**src/rtl/mul_pkg.sv**
```systemverilog
// Shared definitions for the floating-point multiplier back-end.
//   - default field widths and the derived product width / max exponent
//   - rounding-mode encoding carried on in_rm
//   - exception flag bundle {of, uf, nx}
package mul_pkg;

  localparam int MUL_EXPO_W   = 8;
  localparam int MUL_MANT_W   = 23;
  localparam int MUL_PW       = 2 * (MUL_MANT_W + 1);
  localparam int MUL_EXPO_MAX = (1 << MUL_EXPO_W) - 1;

  typedef enum logic [2:0] {
    RM_RNE = 3'd0,
    RM_RTZ = 3'd1,
    RM_RDN = 3'd2,
    RM_RUP = 3'd3,
    RM_RMM = 3'd4
  } rm_e;

  typedef struct packed {
    logic of;
    logic uf;
    logic nx;
  } mul_flags_t;

endpackage

```
**src/rtl/mul_round.sv**
```systemverilog
// Rounding increment decision and significand increment.
//   sig     : significand to be rounded (hidden bit at MSB)
//   sign    : result sign (selects direction for RDN/RUP)
//   rm      : rounding mode
//   g, s    : guard and sticky bits below the significand LSB
//   sig_rnd : sig plus the increment, wrapped to MANT_W+1 bits
//   carry   : increment carried out of the MSB (significand became 2.0)
module mul_round
  import mul_pkg::*;
#(
  parameter int MANT_W = MUL_MANT_W
) (
  input  logic [MANT_W:0] sig,
  input  logic            sign,
  input  logic [2:0]      rm,
  input  logic            g,
  input  logic            s,
  output logic [MANT_W:0] sig_rnd,
  output logic            carry
);

  logic inc;

  always_comb begin
    inc = 1'b0;
    case (rm)
      RM_RNE:  inc = g & (s | sig[0]);
      RM_RTZ:  inc = 1'b0;
      RM_RDN:  inc = sign & (g | s);
      RM_RUP:  inc = ~sign & (g | s);
      RM_RMM:  inc = g;
      default: inc = 1'b0;
    endcase
    {carry, sig_rnd} = {1'b0, sig} + {{(MANT_W + 1){1'b0}}, inc};
  end

endmodule

```
**src/rtl/mul_pack.sv**
```systemverilog
// Packing back-end of the floating-point multiplier.
// Normalizes / denormalizes the raw significand product, rounds, detects
// overflow and underflow, and assembles the packed result word.
// Two-stage pipeline with valid/ready on both sides.
//   clk, rst_n          : clock, asynchronous active-low reset
//   in_valid / in_ready : input handshake
//   in_sign, in_expo    : result sign, signed unbounded biased exponent
//   in_mant             : 2*(MANT_W+1)-bit significand product
//   in_zero/inf/nan     : special class, bypasses rounding
//   in_rm               : rounding mode (mul_pkg::rm_e)
//   out_valid/out_ready : output handshake
//   out_z               : packed result {sign, expo, mant}
//   out_of/uf/nx        : overflow, underflow, inexact
module mul_pack
  import mul_pkg::*;
#(
  parameter int SIGN_W = 1,
  parameter int EXPO_W = MUL_EXPO_W,
  parameter int MANT_W = MUL_MANT_W
) (
  input  logic                            clk,
  input  logic                            rst_n,
  input  logic                            in_valid,
  output logic                            in_ready,
  input  logic                            in_sign,
  input  logic [EXPO_W+1:0]               in_expo,
  input  logic [2*(MANT_W+1)-1:0]         in_mant,
  input  logic                            in_zero,
  input  logic                            in_inf,
  input  logic                            in_nan,
  input  logic [2:0]                      in_rm,
  output logic                            out_valid,
  input  logic                            out_ready,
  output logic [SIGN_W+EXPO_W+MANT_W-1:0] out_z,
  output logic                            out_of,
  output logic                            out_uf,
  output logic                            out_nx
);

  localparam int PW     = 2 * (MANT_W + 1);
  localparam int ZW     = SIGN_W + EXPO_W + MANT_W;
  localparam int XW     = EXPO_W + 3;
  localparam int SH_MAX = MANT_W + 3;
  localparam int EXT_W  = MANT_W + 2 + SH_MAX;

  localparam logic signed [XW-1:0] X_ZERO   = '0;
  localparam logic signed [XW-1:0] X_ONE    = XW'(1);
  localparam logic signed [XW-1:0] X_SH_MAX = XW'(SH_MAX);
  localparam logic signed [XW-1:0] X_EMAX   = XW'((1 << EXPO_W) - 1);

  // handshake
  logic vld_p1_q, vld_p1_d;
  logic vld_p2_q, vld_p2_d;
  logic rdy_en_q, rdy_en_d;
  logic in_fire, s1_adv;

  // in_ready is held low through reset and for the first edge after it
  assign s1_adv   = vld_p1_q & (~vld_p2_q | out_ready);
  assign in_ready = rdy_en_q & (~vld_p1_q | s1_adv);
  assign in_fire  = in_valid & in_ready;

  always_comb begin
    rdy_en_d = 1'b1;
    vld_p1_d = vld_p1_q;
    if (in_fire)     vld_p1_d = 1'b1;
    else if (s1_adv) vld_p1_d = 1'b0;
    vld_p2_d = vld_p2_q;
    if (s1_adv)         vld_p2_d = 1'b1;
    else if (out_ready) vld_p2_d = 1'b0;
  end

  // ---- stage 0 -> 1: normalize and denormalize ----
  logic signed [XW-1:0] expo_n, sh_amt;
  logic [MANT_W:0]      sig_n;
  logic                 g_n, s_n, tiny_n;
  logic [EXT_W-1:0]     ext_n, ext_sh;

  always_comb begin
    expo_n = {in_expo[EXPO_W+1], in_expo};
    if (in_mant[PW-1]) begin
      sig_n  = in_mant[PW-1 -: MANT_W+1];
      g_n    = in_mant[PW-MANT_W-2];
      s_n    = |in_mant[PW-MANT_W-3:0];
      expo_n = expo_n + X_ONE;
    end else begin
      sig_n  = in_mant[PW-2 -: MANT_W+1];
      g_n    = in_mant[PW-MANT_W-3];
      s_n    = |in_mant[PW-MANT_W-4:0];
    end
    tiny_n = (expo_n <= X_ZERO);
    // beyond SH_MAX everything already lands in sticky
    sh_amt = X_ONE - expo_n;
    if (sh_amt > X_SH_MAX) sh_amt = X_SH_MAX;
    // sticky stays outside the shifted vector so it can never become guard
    ext_n  = {sig_n, g_n, {SH_MAX{1'b0}}};
    ext_sh = ext_n >> sh_amt;
  end

  logic                 sign_p1_q, sign_p1_d;
  logic signed [XW-1:0] expo_p1_q, expo_p1_d;
  logic [MANT_W:0]      sig_p1_q, sig_p1_d;
  logic                 g_p1_q, g_p1_d, s_p1_q, s_p1_d, tiny_p1_q, tiny_p1_d;
  logic [2:0]           rm_p1_q, rm_p1_d;
  logic                 nan_p1_q, nan_p1_d, inf_p1_q, inf_p1_d, zero_p1_q, zero_p1_d;

  always_comb begin
    sign_p1_d = sign_p1_q;
    expo_p1_d = expo_p1_q;
    sig_p1_d  = sig_p1_q;
    g_p1_d    = g_p1_q;
    s_p1_d    = s_p1_q;
    tiny_p1_d = tiny_p1_q;
    rm_p1_d   = rm_p1_q;
    nan_p1_d  = nan_p1_q;
    inf_p1_d  = inf_p1_q;
    zero_p1_d = zero_p1_q;
    if (in_fire) begin
      sign_p1_d = in_sign;
      rm_p1_d   = in_rm;
      nan_p1_d  = in_nan;
      inf_p1_d  = in_inf;
      zero_p1_d = in_zero;
      tiny_p1_d = tiny_n;
      if (tiny_n) begin
        expo_p1_d = X_ZERO;
        sig_p1_d  = ext_sh[EXT_W-1 -: MANT_W+1];
        g_p1_d    = ext_sh[SH_MAX];
        s_p1_d    = s_n | (|ext_sh[SH_MAX-1:0]);
      end else begin
        expo_p1_d = expo_n;
        sig_p1_d  = sig_n;
        g_p1_d    = g_n;
        s_p1_d    = s_n;
      end
    end
  end

  // ---- stage 1 -> 2: round, range check, pack ----
  logic [MANT_W:0]      sig_rnd;
  logic                 rnd_carry;
  logic signed [XW-1:0] expo_f;
  logic                 of_r, maxf_r;
  logic [ZW-1:0]        z_res;
  mul_flags_t           flg_res;

  mul_round #(.MANT_W(MANT_W)) u_round (
    .sig     (sig_p1_q),
    .sign    (sign_p1_q),
    .rm      (rm_p1_q),
    .g       (g_p1_q),
    .s       (s_p1_q),
    .sig_rnd (sig_rnd),
    .carry   (rnd_carry)
  );

  always_comb begin
    // a tiny value promotes to the smallest normal when rounding sets the hidden bit
    expo_f = expo_p1_q + {{(XW-1){1'b0}}, rnd_carry};
    if (tiny_p1_q) expo_f = {{(XW-1){1'b0}}, sig_rnd[MANT_W]};
    of_r   = ~tiny_p1_q & (expo_f >= X_EMAX);
    maxf_r = (rm_p1_q == RM_RTZ) | ((rm_p1_q == RM_RDN) & ~sign_p1_q) |
             ((rm_p1_q == RM_RUP) & sign_p1_q);
    z_res  = {sign_p1_q, expo_f[EXPO_W-1:0], sig_rnd[MANT_W-1:0]};
    if (of_r) begin
      if (maxf_r) z_res = {sign_p1_q, {(EXPO_W-1){1'b1}}, 1'b0, {MANT_W{1'b1}}};
      else        z_res = {sign_p1_q, {EXPO_W{1'b1}}, {MANT_W{1'b0}}};
    end
    flg_res.of = of_r;
    flg_res.uf = tiny_p1_q & (g_p1_q | s_p1_q);
    flg_res.nx = g_p1_q | s_p1_q | of_r;
    if (nan_p1_q) begin
      z_res   = {1'b0, {EXPO_W{1'b1}}, 1'b1, {(MANT_W-1){1'b0}}};
      flg_res = '0;
    end else if (inf_p1_q) begin
      z_res   = {sign_p1_q, {EXPO_W{1'b1}}, {MANT_W{1'b0}}};
      flg_res = '0;
    end else if (zero_p1_q) begin
      z_res   = {sign_p1_q, {(EXPO_W+MANT_W){1'b0}}};
      flg_res = '0;
    end
  end

  logic [ZW-1:0] z_p2_q, z_p2_d;
  mul_flags_t    flg_p2_q, flg_p2_d;

  always_comb begin
    z_p2_d   = z_p2_q;
    flg_p2_d = flg_p2_q;
    if (s1_adv) begin
      z_p2_d   = z_res;
      flg_p2_d = flg_res;
    end
  end

  always_ff @(posedge clk or negedge rst_n) begin
    if (!rst_n) begin
      rdy_en_q <= 1'b0;
      vld_p1_q <= 1'b0;
      vld_p2_q <= 1'b0;
      z_p2_q   <= '0;
      flg_p2_q <= '0;
    end else begin
      rdy_en_q <= rdy_en_d;
      vld_p1_q <= vld_p1_d;
      vld_p2_q <= vld_p2_d;
      z_p2_q   <= z_p2_d;
      flg_p2_q <= flg_p2_d;
    end
  end

  always_ff @(posedge clk) begin
    sign_p1_q <= sign_p1_d;
    expo_p1_q <= expo_p1_d;
    sig_p1_q  <= sig_p1_d;
    g_p1_q    <= g_p1_d;
    s_p1_q    <= s_p1_d;
    tiny_p1_q <= tiny_p1_d;
    rm_p1_q   <= rm_p1_d;
    nan_p1_q  <= nan_p1_d;
    inf_p1_q  <= inf_p1_d;
    zero_p1_q <= zero_p1_d;
  end

  assign out_valid = vld_p2_q;
  assign out_z     = z_p2_q;
  assign out_of    = flg_p2_q.of;
  assign out_uf    = flg_p2_q.uf;
  assign out_nx    = flg_p2_q.nx;

endmodule

```
**config.mk**
```make
export PLATFORM = sky130hd
export DESIGN_NAME = mul_pack
export DESIGN_NICKNAME = d
export VERILOG_FILES = /design/src/rtl/mul_pkg.sv /design/src/rtl/mul_round.sv /design/src/rtl/mul_pack.sv
export SDC_FILE = /design/constraint.sdc
export NUM_CORES = 1
export LEC_CHECK = 0
export ABC_AREA = 1
export BUFFER_PORTS_ARGS = -buffer_cell sky130_fd_sc_hd__buf_2
export CORE_MARGIN = 8
export CORE_UTILIZATION = 50
export CTS_CLUSTER_DIAMETER = 120
export DETAILED_ROUTE_END_ITERATION = 8
export PLACE_DENSITY_LB_ADDON = 0.08
export SETUP_SLACK_MARGIN = 0.1
export SLEW_MARGIN = 30
export SYNTH_ARGS = -nofsm -noshare
export SYNTH_HDL_FRONTEND = slang
export SYNTH_SLANG_ARGS = --single-unit
```
**constraint.sdc**
```tcl
create_clock -name clk -period 6.55 [get_ports clk]
set_input_delay 0 -clock clk [delete_from_list [all_inputs] [get_ports clk]]
set_output_delay 0 -clock clk [all_outputs]
set_load 0.05 [all_outputs]
```
== Yosys cells after proc, flatten, opt, wreduce, memory -nomap -nowiden ==
Index checks and enable logic that the tools add are counted.
Widths: inputs -> output; s select.

* Bits in registers: 83
* Input bits: 69
* Output and inout bits: 37

* Add/subtract/negate cells: 4
* Order comparisons: 3
* Equality and inequality tests: 4
* Shift-type cells: 1
* Multiplexer cells: 22
* Bitwise operators: 22
* Reduce and logical (&&, ||, !) cells: 6

{| class="wikitable"
|+ Operators with widths
! operator !! count
|-
| $mux 31 || 3
|-
| $mux 24 || 3
|-
| $shr 51x11->51 || 1
|-
| $mux 11 || 3
|-
| $mux 32 || 1
|-
| $reduce_or 26->1 || 1
|-
| $add 24x1->25 || 1
|-
| $reduce_or 23->1 || 1
|-
| $reduce_or 22->1 || 1
|-
| $add 10x2->11 const B || 1
|-
| $add 11x1->11 || 1
|-
| $ge 11x9->1 const B || 1
|-
| $gt 11x6->1 const B || 1
|-
| $le 11x1->1 const B || 1
|-
| $sub 2x11->11 const A || 1
|-
| $and 1x1->1 || 10
|-
| $mux 3 || 3
|-
| $mux 1 || 8
|-
| $or 1x1->1 || 8
|-
| $eq 3x2->1 const B || 2
|-
| $not 1->1 || 4
|-
| $pmux 1 s4 || 1
|-
| $reduce_bool 2->1 || 2
|-
| $eq 3x1->1 const B || 1
|-
| other kinds (2) || 2
|}

== Longest topological paths before layout ==
Gate-level depths: netlist (run 1).

* Depth after elaboration: 12
* Mapped depth: 41
* Gate-level depth less buffers: 40

== By module ==
Synthesis (run 1) repeated with hierarchy kept, for this count alone.

* Cells, all modules: 1052
* Area, all modules: 6932.9 µm²

{| class="wikitable"
|+ By module, submodules not included
! module !! instances !! cells an instance !! area each (µm²) !! sequential area each (µm²)
|-
| mul_pack || 1 || 915 || 6213.5 || 2302.2
|-
| mul_round || 1 || 137 || 719.4 || 0.0
|}

== Worst setup path before layout (run 1) ==
No wires, ideal clock.

* Path kind: flip-flop to flip-flop
* From: register rm_p1_q[1]
* To: register z_p2_q[21], in the netlist out_z[21]
* Setup time: 118 ps
* Arrival: 4878 ps
* Data required time: 6432 ps
* Setup slack: 1554 ps
* Cell stages (with the launch flop): 41
* Cell sequence: edfxtp_1 nand2_1 nor2_1 ha_1 nand4_1 nand2_1 ha_1 ha_1 nand2_1 nor2_1 inv_1 nor2_1 inv_1 nor2_1 inv_1 nor3b_1 inv_1 nor2_1 [... 5 more ...] nor2_1 inv_1 nor3_1 ha_1 nand3_1 nand3b_1 nand3b_1 xor2_1 nor2_1 nand4_1 o211ai_1 nand2_1 inv_2 nand2_1 nand2_1 clkbuf_1 a21oi_1 a21o_1

* Longest elaborated chain between the ends: 11
* Elaborated cells between the ends (all ways): 20
* Classes of those cells: add/sub (2); order compare (1); eq/ne (4); mux (7); bitwise (5); reduce/logical (1)

{| class="wikitable"
|+ Ends and longest elaborated chain
! item !! RTL line !! source
|-
| start, declared || mul_pack.sv:103 || <nowiki>logic [2:0] rm_p1_q, rm_p1_d;</nowiki>
|-
| start signal, assigned || mul_pack.sv:218 || <nowiki>rm_p1_q <= rm_p1_d;</nowiki>
|-
| $eq 3x3->1 (tied with other cells) || mul_round.sv:26 || <nowiki>case (rm)</nowiki>
|-
| $pmux 1 s4 || mul_round.sv:26 ||
|-
| $add 24x1->25 || mul_round.sv:34 || <nowiki>{carry, sig_rnd} = {1'b0, sig} + {{(MANT_W + 1){1'b0}}, inc};</nowiki>
|-
| $add 11x1->11 || mul_pack.sv:158 || <nowiki>expo_f = expo_p1_q + {{(XW-1){1'b0}}, rnd_carry};</nowiki>
|-
| $mux 11 || mul_pack.sv:159 || <nowiki>if (tiny_p1_q) expo_f = {{(XW-1){1'b0}}, sig_rnd[MANT_W]};</nowiki>
|-
| $ge 11x9->1 || mul_pack.sv:160 || <nowiki>of_r = ~tiny_p1_q & (expo_f >= X_EMAX);</nowiki>
|-
| $and 1x1->1 || mul_pack.sv:160 ||
|-
| $mux 31 * || mul_pack.sv:164 || <nowiki>if (of_r) begin</nowiki>
|-
| $mux 31 * || mul_pack.sv:177 || <nowiki>end else if (zero_p1_q) begin</nowiki>
|-
| $mux 31 * || mul_pack.sv:174 || <nowiki>end else if (inf_p1_q) begin</nowiki>
|-
| $mux 32 * || mul_pack.sv:171 || <nowiki>if (nan_p1_q) begin</nowiki>
|-
| end signal, assigned || mul_pack.sv:206 || <nowiki>z_p2_q <= z_p2_d;</nowiki>
|-
| end, declared || mul_pack.sv:183 || <nowiki>logic [ZW-1:0] z_p2_q, z_p2_d;</nowiki>
|}

Every way passes the cells marked *; elsewhere a longest branch is shown, timed or not.
A chain may end at the register's enable or synchronous reset.

== Worst setup path after layout (run 1) ==
Ends and elaborated chain as after synthesis.

==> flow_summary_export.csv, run 1 <==
group,metric,value,unit
die,die_w,133,um
global_route,grt_pass1_vias,6551,
clock_network,clkLatencyLatePin,330,ps
synth,synthSimpleGateAreaFrac,41.2,%
placed_design,gp_congestion,0.956,
timing,hold_viol,0,
synth,yosys_warnings,0,
die,initial_core_util,51.4,%
cells_and_area,nFillCells,1314,
timing,maxSlewHeadroom,40.6,%
synth,synth_fa_ha_area_share,1.66,%
timing,period_minus_slack,5700,ps
timing,fin_worst_skew,6.06,ps
critical_path,cp_data_arrival_time,5930,ps
clock_network,cts_buffers,9,
die,core_area,13200,um2
route,vias,7177,
synth,synth_compound_area_share,11.6,%
global_route,overflow,0,
synth,synth_edf_count,45,
clock_network,cts_tree,"built",
synth,ys_types,47,
timing,fin_setup_tns,0,ps
global_route,grt_use_total,22.3,%
clock_network,cts_root_buf,"clkbuf_16",
synth,syn_inst,1019,
synth,synth_top_family_by_area,"simple AND/OR/NAND/NOR gates",
cells_and_area,multi_input_area,3980,um2
hold_path,hp-start,"in_mant[46]",
clock_network,cts_buffer_depth,2,
timing,rsz0062_at_grt,"no",
route,wl_per_cell,15.6,um
critical_path,path_class,"flip-flop to flip-flop",
synth,postSynthAreaPerCell,6.68,um2
critical_path,critPathLaunch,"rm_p1_q[1]",
placed_design,port_buffers,105,
synth,synth.ff_latch_count,83,
timing,fmax,175,MHz
timing,setup_viol,0,
cells_and_area,fin_area,7830,um2
job,drv.max_cap_violation_count,0,
cells_and_area,final_nets,1183,
synth,yosys.area.top_type,"edfxtp_1",
clock_network,cts_setup_buffers,0,
cells_and_area,final-seq-area,2300,um2
hold_path,min_to,"sig_p1_q[23]",
hold_path,min_path_type,"input pin to flip-flop",
cells_and_area,syn_to_final_growth,15.1,%
timing,tightest_slew,886,ps
synth,seq_area_frac_synth,33.8,%
synth,synth_fp_nets,1097,
synth,async_reset_ff_share,45.8,%
clock_network,cts.clk_slew.worst_paths,60,ps
placed_design,place_area,7360,um2
synth,synth_ff_type,"edfxtp_1",
route,drc_errors,0,
cells_and_area,drive_above_1_share,15.3,%
critical_path,worstReg2RegStart,"rm_p1_q[1]",
route,drt_wl_total,20000,um
placed_design,hpwl,15300,um
route,drt-vias-per-instance,5.58,
hold_path,holdPathStages,3,
run_status,status,"complete, no violations",
timing,final_max_slew_viol_count,0,
die,num_rows,42,
route,ant_nets,0,
critical_path,cpMaxStageDelayCell,"edfxtp_1",
synth,yosys.area_share.xor_xnor,1.16,%
route,drtPass1Iterations,5,
critical_path,crit_required,6780,ps
synth,synth_top_cell_area_share,19.9,%
global_route,antenna_found_initial,0,
power_and_ir_drop,leakage,3.76,nW
clock_network,clock_sinks,83,
critical_path,critPathMaxStageDelay,430,ps
synth,yosys-top-cells-area,"edfxtp_1, nand2_1, dfrtp_1",
global_route,grt_pass1_wl,32800,um
critical_path,worst-r2r-setup-slack,850,ps
timing,finalCritPeriodShare,87.1,%
critical_path,crit_path_start_kind,"flip-flop",
die,io_pins,106,
cells_and_area,n_antenna_cell,0,
clock_network,h-tree-depth,3,
global_route,grt_max_degree,42,
critical_path,reg2reg_depth,40,
power_and_ir_drop,vdd_ir_drop_max,0.000131,V
critical_path,r2r_end,"out_z[21]",
critical_path,critical_path_peak_fanout,20,
synth,synthMuxAreaShare,2.50,%
die,dieArea,17600,um2
power_and_ir_drop,power.density,226,nW/um2
critical_path,setup.worst_path.end_class,"flip-flop",
synth,syn_area,6800,um2
route,drt_iter0_markers,770,
die,die_height,133,um
==> Yosys cell counts (all sizes together), types with 8 or more instances <==
cell type / count
edfxtp: 45
nor2: 107
ha: 9
buf: 25
o22ai: 14
dfrtp: 38
nand4: 15
nand2: 299
nor3: 15
or2: 14
xor2: 8
o21ai: 67
mux2i: 17
clkbuf: 21
a21oi: 31
inv: 76
nand3: 171
==> final cells by class <==
class,instances,area share (%)
Multi-Input combinational cell,811,50.9
Sequential cell,83,29.4
Timing Repair Buffer,121,8.57
Tap cell,176,2.81
Clock inverter,6,1.63
Clock buffer,10,2.92
Inverter,79,3.79
==> power by group <==
group | switching, mW | internal, mW
Clock | 0.189 | 0.408
Sequential | 0.0249 | 0.597
Combinational | 0.387 | 0.161
==> stage by stage <==
| stage | utilization (%) | hold WS [ps] | setup WS (ps) | total power [mW] | cells |
|---|---|---|---|---|---|
| after detailed placement | 55.6 | 146 | 653 | 1.17 | 1260 |
| after CTS | 59.0 | 52.7 | 612 | 1.77 | 1286 |
| final | 59.1 | 63.3 | 846 | 1.77 | 1286 |
| after global placement | 55.6 | 148 | 842 | 1.16 | 1260 |
| after global routing | 59.1 | 92.4 | 111 | 1.86 | 1286 |
| after floorplan | - | -296 | 1550 | 1.03 | 1019 |
==> sequential cells by signal (all words and copies together) (netlist names) <==
register and cells:
sign_p1_q 1, sig_p1_q 24, out_uf 1, out_z 32, expo_p1_q 11, g_p1_q 1, tiny_p1_q 1, rm_p1_q 3
out_valid 1, rdy_en_q 1, out_nx 1, s_p1_q 1, out_of 1, zero_p1_q 1, inf_p1_q 1, nan_p1_q 1
vld_p1_q 1
==> cells by family (layout without fill, tap and decap cells) <==
group | count (synthesis) | in the layout
other | 2 | 2
AND/OR/NAND/NOR | 636 | 636
XOR/XNOR | 9 | 9
multiplexers | 17 | 17
AO/OA/AOI/OAI | 138 | 138
adder cells (fa/ha/maj) | 9 | 9
buffers and inverters | 125 | 216
flip-flops | 83 | 83
==> metal layers <==
layer	up-vias	routed length (um)	GRT usage (%)
met3	20	1130	3.07
li1	3617	-	-
met2	250	9410	36.8
met4	0	320	7.00
met1	3290	9160	29.7
met5	-	0	0
==> placed cells by master (no fill, tap or decap), types with 7 or more instances in the layout <==
master | synthesis | layout
xor2_1 | 8 | 8
dlygate4sd3_1 | 0 | 10
nor2_1 | 102 | 100
ha_1 | 9 | 9
edfxtp_1 | 45 | 45
clkbuf_16 | 0 | 9
mux2i_1 | 17 | 17
or2_2 | 14 | 14
o21ai_1 | 10 | 10
nor3_1 | 15 | 15
inv_1 | 69 | 69
nand2_2 | 9 | 11
nand4_1 | 15 | 15
nand2_1 | 289 | 286
inv_2 | 7 | 7
buf_2 | 15 | 105
nand3_1 | 168 | 168
dfrtp_1 | 38 | 38
o21ai_0 | 56 | 56
o22ai_1 | 14 | 14
a21oi_1 | 31 | 31
==> timing repair <==
item,in CTS,in global routing
endpoints found under the setup margin,0,20
resized for setup,0,2
hold endpoints to repair,47,0
hold buffers,10,0
==> critical path: cells and delay by family (launching register included) <==
| family | cells | cell delay, ps |
|---|---|---|
| AO/OA/AOI/OAI | 3 | 400 |
| adder cells (fa/ha/maj) | 5 | 1030 |
| buffers and inverters | 9 | 690 |
| flip-flops | 1 | 430 |
| AND/OR/NAND/NOR | 23 | 3040 |
==> worst max-delay path by stage <==
stage | slack [ps] | to | cells past startpoint
global route | 110 | out_z[21] | 40
finish | 850 | out_z[21] | 40
detailed placement | 650 | out_z[21] | 40
CTS | 610 | out_z[21] | 40
floorplan | 1550 | out_z[21] | 40
global placement | 840 | out_z[21] | 39
No activity file was read; power rests on OpenSTA's default activity.
==> inputs of run 2 (changes only) <==
- ABC_CLOCK_PERIOD_IN_PS: unset -> 6900
- clock period: 6.55 -> 6.9 ns (I/O delays scaled with it)
==> flow_summary_export.csv, run 2 (same netlist as run 1, synthesis figures left out) <==
group,metric,value,unit
run_status,status,"complete, no violations",
clock_network,clkLatencyLatePin,340,ps
placed_design,hpwl,15300,um
die,dieArea,17600,um2
cells_and_area,largest_register_ffs,32,
critical_path,critical_path_peak_fanout,20,
timing,tightest_slew,975,ps
cells_and_area,mostFrequentLayoutCell,"nand2_1",
die,num_rows,42,
route,wl_met3,1210,um
route,drt_iter0_markers,694,
cells_and_area,final-seq-area,2300,um2
clock_network,cts_resized,0,
clock_network,ctsHoldBuffers,10,
critical_path,setup.worst_path.end_class,"flip-flop",
timing,rsz0062_at_grt,"no",
route,wl_met1,8990,um
cells_and_area,n_antenna_cell,0,
placed_design,port_buffers,105,
clock_network,cts.clk_slew.worst_paths,60,ps
timing,fin_worst_skew,8.22,ps
global_route,antenna_found_initial,0,
cells_and_area,syn_to_final_growth,14.5,%
clock_network,h-tree-depth,3,
die,die_height,133,um
job,drv.max_cap_violation_count,0,
critical_path,cp_data_arrival_time,5980,ps
hold_path,min_path_type,"input pin to flip-flop",
timing,fin_setup_tns,0,ps
critical_path,worst-r2r-setup-slack,1140,ps
clock_network,cts_buffers,9,
timing,finalCritPeriodShare,83.4,%
cells_and_area,drive_above_1_share,15.4,%
critical_path,cpMaxStageDelayCell,"nand2_1",
timing,final_max_slew_viol_count,0,
timing,period_minus_slack,5760,ps
route,vias,7231,
route,drtPass1Iterations,5,
global_route,overflow,0,
critical_path,path_class,"flip-flop to flip-flop",
power_and_ir_drop,vdd_ir_drop_max,0.000135,V
timing,fmax,174,MHz
die,initial_core_util,51.4,%
clock_network,cts_root_buf,"clkbuf_16",
clock_network,cts_setup_buffers,0,
clock_network,cts_buffer_depth,2,
die,io_pins,106,
cells_and_area,mostFrequentLayoutCells,"nand2_1, nand3_1, buf_2",
route,drt_wl_total,19900,um
clock_network,cts_tree,"built",
cells_and_area,multi_input_area,3970,um2
route,drt-vias-per-instance,5.62,
route,ant_nets,0,
global_route,grt_pass1_wl,32700,um
global_route,grt_use_total,22.2,%
cells_and_area,nFillCells,1299,
critical_path,critPathMaxStageDelay,440,ps
clock_network,clock_sinks,83,
route,wl_per_cell,15.4,um
route,drc_errors,0,
placed_design,gp_congestion,0.935,
power_and_ir_drop,power,1.62,mW
route,route.met2.wl,9250,um
power_and_ir_drop,leakage,3.73,nW
timing,maxSlewHeadroom,34.8,%
die,core_area,13200,um2
global_route,grt_max_degree,46,
timing,hold_viol,0,
cells_and_area,final_nets,1184,
critical_path,crit_required,7130,ps
critical_path,crit_path_start_kind,"flip-flop",
die,die_w,133,um
timing,setup_viol,0,
route,topRoutingLayerUsed,"met4",
global_route,grt_pass1_vias,6581,
power_and_ir_drop,power.density,207,nW/um2
critical_path,crit_top_cell,"nor2_1",
run 2: cell count changes in the layout (fill, tap and decap cells not counted), sizes merged:
cell      previous run  this run
buf                111       112
bufinv               4         2
clkinv               5         4
clkinvlp             0         2
inv                 76        77
run 2: worst max-delay path, delay by kind of cell (launching register included):
kind / cells / cell delay (ps)
AOI/OAI and AO/OA: 3 / 440
xor gates and xnor gates: 1 / 170
adders and majority gates: 4 / 870
buffers and inverters: 9 / 720
DFF: 1 / 420
and+or+nand+nor: 23 / 3040
run 2: path summary, 6_finish.rpt:
path / start / cells after the start / end
setup / recovery: rm_p1_q[1] / 40 / out_z[21]
min in group asynchronous: rst_n / 2 / vld_p1_q
max in group asynchronous: rst_n / 2 / out_z[6]
setup reg to reg: rm_p1_q[1] / 40 / out_z[21]
hold reg to reg: out_z[1] / 2 / out_z[1]
hold / removal: in_mant[46] / 3 / sig_p1_q[23]
run 2: cell type report:
class | instances | share of cell area [%]
clock buffers | 10 | 2.94
inverters | 79 | 3.81
repair buffers | 122 | 8.71
flip-flops and latches | 83 | 29.6
well taps | 176 | 2.83
multi-input cells | 811 | 51.0
clock inverters | 6 | 1.14
run 2: through the flow:
stage / hold slack (ps) / std cells / setup slack [ps] / utilization, % / cell area [um2]
floorplan: -296 / 1019 / 1900 / - / 6800
detailed placement: 132 / 1261 / 1170 / 55.6 / 7370
global route: 86.4 / 1287 / 418 / 58.8 / 7790
global placement: 136 / 1261 / 1330 / 55.6 / 7370
CTS: 58.5 / 1287 / 1140 / 58.8 / 7790
finish: 66.1 / 1287 / 1140 / 58.8 / 7790
run 2: routing by layer:
metal	up-vias	GRT usage [%]
li1	3622	-
met1	3322	29.2
met2	254	36.2
met3	33	3.67
met4	0	7.44
met5	-	0
run 2: power breakdown:
group          internal, mW  switching [mW]
registers             0.567          0.0231
clock network         0.317           0.190
logic                 0.153           0.366
==> inputs of run 3 (changes only) <==
- ABC_CLOCK_PERIOD_IN_PS: 6900 -> 5750
- clock period: 6.9 -> 5.75 ns (I/O delays scaled with it)
==> flow_summary_export.csv, run 3 (same netlist as run 1, synthesis figures left out) <==
group,metric,value,unit
run_status,status,"complete, no violations",
power_and_ir_drop,power_frac_clock,29.5,%
die,initial_core_util,51.4,%
clock_network,h-tree-depth,3,
global_route,globalRouteMet1Util,29.0,%
global_route,grt_pass1_wl,32300,um
global_route,overflow,0,
route,drc_errors,0,
global_route,grt_use_total,22.1,%
global_route,antenna_found_initial,0,
clock_network,clkLatencyLatePin,340,ps
timing,fin_setup_tns,0,ps
cells_and_area,final_nets,1195,
power_and_ir_drop,p_int,1.21,mW
cells_and_area,multi_input_area,4040,um2
cells_and_area,largest_register_ffs,32,
critical_path,cp_data_arrival_time,5480,ps
global_route,grt_max_degree,46,
power_and_ir_drop,power.density,239,nW/um2
job,drv.max_cap_violation_count,0,
timing,setup_ws,493,ps
clock_network,cts_buffers,9,
clock_network,cts_buffer_depth,2,
die,dieArea,17600,um2
cells_and_area,mostFrequentLayoutCell,"nand2_1",
placed_design,pre_cts_slack,365,ps
route,vias,7235,
die,io_pins,106,
critical_path,crit_required,5970,ps
die,num_rows,42,
power_and_ir_drop,p_comb_share,33.2,%
die,die_w,133,um
timing,final_max_slew_viol_count,0,
timing,tightest_slew,879,ps
timing,period_minus_slack,5260,ps
route,drt_iter0_markers,699,
critical_path,crit_buf_inv,9,
critical_path,critical_path_peak_fanout,5,
timing,setup_viol,0,
global_route,busiest_layer,"met2",
power_and_ir_drop,switching_share,36.1,%
critical_path,path_class,"flip-flop to flip-flop",
route,drt-vias-per-instance,5.57,
power_and_ir_drop,p_seq_share,37.4,%
cells_and_area,mostFrequentLayoutCells,"nand2_1, nand3_1, buf_2",
timing,hold_slack,49.4,ps
power_and_ir_drop,vdd_ir_drop_max,0.000124,V
clock_network,cts_tree,"built",
power_and_ir_drop,leakage,3.77,nW
critical_path,critPathTopFamily,"simple AND/OR/NAND/NOR gates",
timing,fmax,190,MHz
cells_and_area,n_antenna_cell,0,
placed_design,port_buffers,105,
hold_path,min_path_type,"input pin to flip-flop",
cells_and_area,syn_to_final_growth,16.4,%
clock_network,cts_root_buf,"clkbuf_16",
cells_and_area,final-seq-area,2300,um2
route,drt_wl_total,20200,um
global_route,grt_pass1_vias,6510,
cells_and_area,drive_above_1_share,17.7,%
route,ant_nets,0,
clock_network,clock_sinks,83,
timing,hold_viol,0,
critical_path,cpMaxStageDelayCell,"edfxtp_1",
power_and_ir_drop,switching_power,684,uW
timing,fin_worst_skew,5.85,ps
route,wl_per_cell,15.6,um
route,drtPass1Iterations,5,
global_route,met2_usage,36.4,%
placed_design,gp_congestion,0.960,
cells_and_area,nFillCells,1318,
timing,finalCritPeriodShare,91.4,%
placed_design,hpwl,15300,um
timing,maxSlewHeadroom,41.2,%
die,core_area,13200,um2
critical_path,crit_path_start_kind,"flip-flop",
critical_path,critPathMaxStageDelay,390,ps
global_route,grt_util_met3,3.44,%
clock_network,cts.clk_slew.worst_paths,60,ps
die,die_height,133,um
critical_path,setup.worst_path.end_class,"flip-flop",
[run 3: cell count changes in the layout (fill, tap and decap cells not counted), sizes merged]
cell	before	now
buf	112	122
inv	77	76
bufinv	2	1
clkinv	4	5
clkbuf	10	12
[run 3: worst paths after layout]
path	startpoint	endpoint	slack [ps]	depth (start not counted)
min in group asynchronous	rst_n	out_valid	290	2
worst max register to register	rm_p1_q[1]	out_z[21]	490	40
max in group asynchronous	rst_n	out_z[6]	4940	2
worst min-delay path	in_mant[46]	sig_p1_q[23]	50	3
worst max-delay path	rm_p1_q[1]	out_z[21]	490	40
worst min register to register	out_z[9]	out_z[9]	480	2
[run 3: final cells by class]
type	instances	share of cell area [%]
timing repair buffer	133	9.67
clock buffer	11	3.06
inverter	79	3.74
clock inverter	5	0.663
tap	176	2.78
sequential	83	29.1
multi-input combinational	811	51.0
[run 3: timing repair]
action	4_1_cts	5_1_grt
hold buffers	10	0
setup endpoints to repair	0	33
hold endpoints to repair	47	0
buffers inserted	0	6
resized for setup	0	26
[run 3: per-layer routing]
| layer | vias to the layer above | share of wire [%] |
|---|---|---|
| met5 | - | 0 |
| met2 | 251 | 48 |
| met3 | 26 | 5.9 |
| li1 | 3642 | - |
| met4 | 0 | 1.9 |
| met1 | 3316 | 44 |
[run 3: through the flow]
stage | total power, mW | utilization, % | area (um2) | instances
after floorplan | 1.17 | - | 6800 | 1019
after global placement | 1.33 | 55.8 | 7390 | 1264
after detailed placement | 1.33 | 55.8 | 7390 | 1264
after CTS | 1.89 | 58.8 | 7790 | 1290
after global routing | 2.00 | 59.8 | 7920 | 1298
final | 1.90 | 59.8 | 7920 | 1298
[run 3: power groups by stage]
stage	Clock, mW	Sequential (mW)	Combinational (mW)
final	0.559	0.709	0.629
after global routing	0.592	0.714	0.694
after floorplan	0	0.804	0.367
after CTS	0.565	0.708	0.618
after global placement	0	0.719	0.610
after detailed placement	0	0.719	0.610
[run 3: worst min-delay path, stage by stage]
cell and delay [ps]:
buf_2 100, nor2_1 50, o21ai_0 130
